`config.mk`:
```
export PLATFORM = sky130hd
export DESIGN_NAME = fencer_action_sequencer
export DESIGN_NICKNAME = d
export VERILOG_FILES = /design/src/rtl/fencer_action_sequencer.sv
export SDC_FILE = /design/constraint.sdc
export NUM_CORES = 1
export LEC_CHECK = 0
export ABC_CLOCK_PERIOD_IN_PS = 2800
export BUFFER_PORTS_ARGS = -buffer_cell sky130_fd_sc_hd__buf_2
export CORE_MARGIN = 4
export CORE_UTILIZATION = 40
export DETAILED_ROUTE_END_ITERATION = 7
export PLACE_DENSITY = 0.73
export RECOVER_POWER = 25
export SLEW_MARGIN = 20
export SYNTH_ARGS = -nofsm -noshare
export SYNTH_HDL_FRONTEND = slang
export SYNTH_SLANG_ARGS = --single-unit
export TNS_END_PERCENT = 10
```
`constraint.sdc`:
```
create_clock -name clk_pixel_in -period 2.8 [get_ports clk_pixel_in]
set_input_delay 0.42 -clock clk_pixel_in [delete_from_list [all_inputs] [get_ports clk_pixel_in]]
set_output_delay 0.42 -clock clk_pixel_in [all_outputs]
set_load 0.05 [all_outputs]
```
`src/rtl/fencer_action_sequencer.sv`:
```
// Fencer action sequencer: gestures + collision results -> REST/BLOCK/LUNGE/ATTACK/SCORE/RECOVER/DONE, saturating bout score.
// Latency: every output is registered; state_out follows the causing input by one clock.
// Backpressure: none; inputs are sampled every cycle. Optional build macro FENCE_RIPOSTE_EN enables BLOCK->ATTACK on clash.
module fencer_action_sequencer #(
  parameter int LUNGE_CYCLES   = 4,
  parameter int ATTACK_CYCLES  = 16,
  parameter int RECOVER_CYCLES = 32,
  parameter int MAX_SCORE      = 15,
  parameter int SCORE_W        = 4
) (
  input  logic               clk_pixel_in,
  input  logic               rst_in,
  input  logic               block_in,
  input  logic               lunge_in,
  input  logic               hit_in,
  input  logic               clash_in,
  input  logic               opp_hit_in,
  input  logic               new_bout_in,
  output logic [2:0]         state_out,
  output logic               in_attack_out,
  output logic [SCORE_W-1:0] score_out,
  output logic               score_pulse_out,
  output logic               bout_over_out
);

  // The dwell counter is shared by all timed states, so it is sized for the longest dwell.
  localparam int MAX_LA    = (LUNGE_CYCLES > ATTACK_CYCLES) ? LUNGE_CYCLES : ATTACK_CYCLES;
  localparam int MAX_DWELL = (MAX_LA > RECOVER_CYCLES) ? MAX_LA : RECOVER_CYCLES;
  localparam int CNT_W     = $clog2(MAX_DWELL) + 1;

  // Counter starts at 0 on entry, so the last cycle of an N-cycle dwell is count N-1.
  localparam logic [CNT_W-1:0]   LUNGE_LAST   = CNT_W'(LUNGE_CYCLES - 1);
  localparam logic [CNT_W-1:0]   ATTACK_LAST  = CNT_W'(ATTACK_CYCLES - 1);
  localparam logic [CNT_W-1:0]   RECOVER_LAST = CNT_W'(RECOVER_CYCLES - 1);
  localparam logic [SCORE_W-1:0] SCORE_MAX    = SCORE_W'(MAX_SCORE);

  typedef enum logic [2:0] {
    S_REST    = 3'd0,
    S_BLOCK   = 3'd1,
    S_LUNGE   = 3'd2,
    S_ATTACK  = 3'd3,
    S_SCORE   = 3'd4,
    S_RECOVER = 3'd5,
    S_DONE    = 3'd6
  } state_t;

  state_t             r_state;
  state_t             w_next;
  logic [CNT_W-1:0]   r_cnt;
  logic [CNT_W-1:0]   w_cnt_next;
  logic [SCORE_W-1:0] r_score;
  logic [SCORE_W-1:0] w_score_next;
  logic               r_in_attack;
  logic               r_score_pulse;
  logic               r_bout_over;
  logic               w_counting;

  // Next-state selection; opponent hits pre-empt every other move while engaged.
  always_comb begin
    w_next = r_state;
    case (r_state)
      S_REST: begin
        if (block_in) begin
          w_next = S_BLOCK;
        end else if (lunge_in) begin
          w_next = S_LUNGE;
        end
      end
      S_BLOCK: begin
        if (opp_hit_in) begin
          w_next = S_RECOVER;
`ifdef FENCE_RIPOSTE_EN
        end else if (clash_in) begin
          // Riposte: a parried blade goes straight into an attack, skipping the lunge wind-up.
          w_next = S_ATTACK;
`endif
        end else if (!block_in) begin
          w_next = S_REST;
        end
      end
      S_LUNGE: begin
        if (opp_hit_in) begin
          w_next = S_RECOVER;
        end else if (r_cnt == LUNGE_LAST) begin
          w_next = S_ATTACK;
        end
      end
      S_ATTACK: begin
        // A hit on the last timed cycle still scores because hit is checked before timeout.
        if (opp_hit_in) begin
          w_next = S_RECOVER;
        end else if (hit_in) begin
          w_next = S_SCORE;
        end else if (clash_in || (r_cnt == ATTACK_LAST)) begin
          w_next = S_RECOVER;
        end
      end
      S_SCORE: begin
        // r_score already holds the incremented value while in SCORE.
        if (r_score == SCORE_MAX) begin
          w_next = S_DONE;
        end else begin
          w_next = S_RECOVER;
        end
      end
      S_RECOVER: begin
        if (r_cnt == RECOVER_LAST) begin
          w_next = S_REST;
        end
      end
      S_DONE: begin
        if (new_bout_in) begin
          w_next = S_REST;
        end
      end
      default: begin
        w_next = S_REST;
      end
    endcase
  end

  // Dwell counter: cleared on any state change, advances only in the timed states.
  always_comb begin
    w_counting = (r_state == S_LUNGE) || (r_state == S_ATTACK) || (r_state == S_RECOVER);
    w_cnt_next = r_cnt;
    if (w_next != r_state) begin
      w_cnt_next = '0;
    end else if (w_counting) begin
      w_cnt_next = r_cnt + 1'b1;
    end
  end

  // Score bumps on the edge into SCORE so the new value appears alongside the pulse.
  always_comb begin
    w_score_next = r_score;
    if ((r_state == S_DONE) && new_bout_in) begin
      w_score_next = '0;
    end else if ((w_next == S_SCORE) && (r_state != S_SCORE) && (r_score != SCORE_MAX)) begin
      w_score_next = r_score + 1'b1;
    end
  end

  // State, counter, score and decoded outputs, all registered from the next-state value.
  always_ff @(posedge clk_pixel_in) begin
    if (rst_in) begin
      r_state       <= S_REST;
      r_cnt         <= '0;
      r_score       <= '0;
      r_in_attack   <= 1'b0;
      r_score_pulse <= 1'b0;
      r_bout_over   <= 1'b0;
    end else begin
      r_state       <= w_next;
      r_cnt         <= w_cnt_next;
      r_score       <= w_score_next;
      r_in_attack   <= (w_next == S_ATTACK);
      r_score_pulse <= (w_next == S_SCORE);
      r_bout_over   <= (w_next == S_DONE);
    end
  end

  assign state_out       = r_state;
  assign in_attack_out   = r_in_attack;
  assign score_out       = r_score;
  assign score_pulse_out = r_score_pulse;
  assign bout_over_out   = r_bout_over;

endmodule

```
==> impl_metrics.json <==
{
  "yosys_warnings": 0,
  "clock-sinks": 16,
  "clock_path_buffers": 2,
  "synth_most_common_cell": "dfxtp_1",
  "clock_skew_ns": 0.0113,
  "grt_overflow": 0,
  "drc": 0,
  "total_power_uw": 617,
  "antenna_found_initial": 0,
  "port_buffers": 17,
  "ys_ff_latch": 16,
  "outcome": "finished, final reports clean",
  "power_density_nw_per_um2": 563,
  "worstMarginPinSlew_ns": 0.627,
  "hold_class": "primary input to flip-flop",
  "avgSynthCellArea_sq_um": 9.32,
  "syn-num-nets": 114,
  "worst-path-max-fanout": 13,
  "ioPinCount": 18,
  "whs_ns": 0.341,
  "grt_pass1_wl_um": 3420,
  "drive_above_1_share_pct": 24.6,
  "n_antenna_cell": 0,
  "ys_top_cells_by_area": "dfxtp_1 33%, xnor2_1 4.5%, nor4_1 3.9%, a21oi_1 3.1%, mux2i_1 3.1%",
  "clockRootBuffer": "clkbuf_4",
  "postRouteAntennaNets": 0,
  "grt_max_degree": 17,
  "slew_violations": 0,
  "gp_congestion": 0.884,
  "cts_setup_buffers": 0,
  "dp_cells": 146,
  "p_leak_nw": 0.455,
  "cts-buffers-inserted": 3,
  "synth_top_cell_by_area": "dfxtp_1",
  "timing.final.crit_share_pct": 82.7,
  "area_growth_pct": 12.9,
  "cts_resized": 0,
  "synthCells": 104,
  "final_cells": 150,
  "synth_top_area_share_pct": 33.0,
  "fmax_mhz": 432,
  "crit_path_cell_trace": "nand2b_2, and4bb_1, nor3_1, mux2_2, a21oi_2, and3b_1",
  "max_stage_delay_ns": 0.55,
  "insertion_delay_ns": 0.30,
  "finalSetupViolations": 0,
  "wl_per_cell_um": 14.0,
  "yosysSeqAreaShare_pct": 33.0,
  "via_count": 841,
  "core.rowCount": 17,
  "cap_violations": 0,
  "max_slew_margin_pct": 58.1,
  "path_clk_slew_ns": 0.11,
  "rsz0062_at_grt": "false",
  "synth_area_sq_um": 970,
  "core_area_sq_um": 2250,
  "postCtsHoldBufs": 0,
  "critPathCaptureType": "flip-flop",
  "required_ns": 3.00,
  "grt_use_total_pct": 13.5,
  "drtIter0Drc": 30,
  "pre_cts_slack_ns": 0.559,
  "finalWorstSetupSlack_ns": 0.485,
  "synth_edf_count": 0,
  "start_util_pct": 43.0,
  "drt_pre_antenna_iters": 4,
  "crit_arrival_ns": 2.52,
  "crit_type": "flip-flop to flip-flop",
  "ir_worst_vdd_uv": 376,
  "dp_hpwl_um": 1640,
  "cts.htree.levels": 1,
  "cp_slowest_cell": "dfxtp_1",
  "dieArea_sq_um": 3280,
  "cts_tree": "yes",
  "hold_violations": 0,
  "grt_pass1_vias": 753,
  "die_h_um": 57.2,
  "avgViaCountPerCell": 5.61,
  "layout_min_cycle_time_ns": 2.31,
  "finalWirelength_um": 2100,
  "setup_tns_ns": 0,
  "startpoint_type": "flip-flop",
  "final_nets": 133,
  "ys.flop_type": "dfxtp_1",
  "synth_cell_type_count": 47,
  "synth_commonest_cells": "16 x dfxtp_1, 8 x nand2_1, 6 x a21oi_1, 6 x inv_1, 6 x nor4_1",
  "die_w_um": 57.2,
  "async_flop_share_pct": 0
}
## critical path: cells and delay by family (launching register included)
| family | cells | cell delay, ns |
|---|---|---|
| simple gates | 4 | 1.04 |
| compound gates | 1 | 0.25 |
| flops | 1 | 0.55 |
| mux | 1 | 0.40 |
## cell usage in the layout, fill, tap and decap left out, types with 3 or more instances in the layout
cell type and count:
o21ai_0 3, a21oi_1 6, inv_1 6, mux2i_1 3, nor2_1 4, dfxtp_1 16
nand2_1 8, nor4_1 6, buf_2 11, xnor2_1 5, clkbuf_1 6, clkbuf_4 3
## final cells by class
| cell class | count | area (sq um) |
|---|---|---|
| repair buffers | 17 | 77.6 |
| well taps | 28 | 35.0 |
| flip-flops and latches | 16 | 320 |
| multi-input cells | 79 | 603 |
| inverters | 6 | 22.5 |
| clock buffers | 4 | 36.3 |
| fillers | 237 | 1160 |
## power by group
group	switching (mW)	internal [mW]
Combinational	0.124	0.0694
Sequential	0.0239	0.240
Clock	0.0802	0.0793
Total	0.228	0.389
## flip-flops by register name, summed over array words and instances, names as in the netlist
name / count
state_out: 3
score_out: 4
r_cnt: 6
score_pulse_out: 1
in_attack_out: 1
bout_over_out: 1
## kinds of logic (layout without fill, tap and decap cells)
logic type / count (synthesis) / after routing / synth area share [%]
adders and majority gates: 2 / 2 / 2.58
xor gates and xnor gates: 5 / 5 / 4.52
buffers and inverters: 9 / 27 / 4.77
muxes: 4 / 4 / 4.26
and+or+nand+nor: 47 / 47 / 34.1
DFF: 16 / 16 / 33.0
AOI/OAI and AO/OA: 21 / 21 / 16.8
## metal layers
metal | GRT usage [%] | share of wire (%) | up-vias
met5 | 0 | 0 | -
met4 | 3.97 | 0.95 | 0
met3 | 4.98 | 7.7 | 2
met2 | 21.9 | 48 | 25
met1 | 16.8 | 43 | 391
li1 | - | - | 423
## stage by stage
step	util (%)	area (sq um)
CTS	48.9	1100
global placement	47.3	1070
floorplan	-	970
detailed placement	47.3	1070
global route	48.6	1090
finish	48.6	1090
## worst paths after layout
path                              from                         to  slack (ns)  cells past startpoint
max            state_out[2]$_SDFF_PP0_      r_cnt[4]$_SDFFE_PP0P_        0.49                      6
min                             rst_in    state_out[0]$_SDFF_PP0_        0.34                      2
max reg2reg    state_out[2]$_SDFF_PP0_      r_cnt[4]$_SDFFE_PP0P_        0.49                      6
min reg2reg  score_out[1]$_SDFFE_PP0P_  score_out[1]$_SDFFE_PP0P_        0.51                      2
Power figures use the tool's default switching activity.
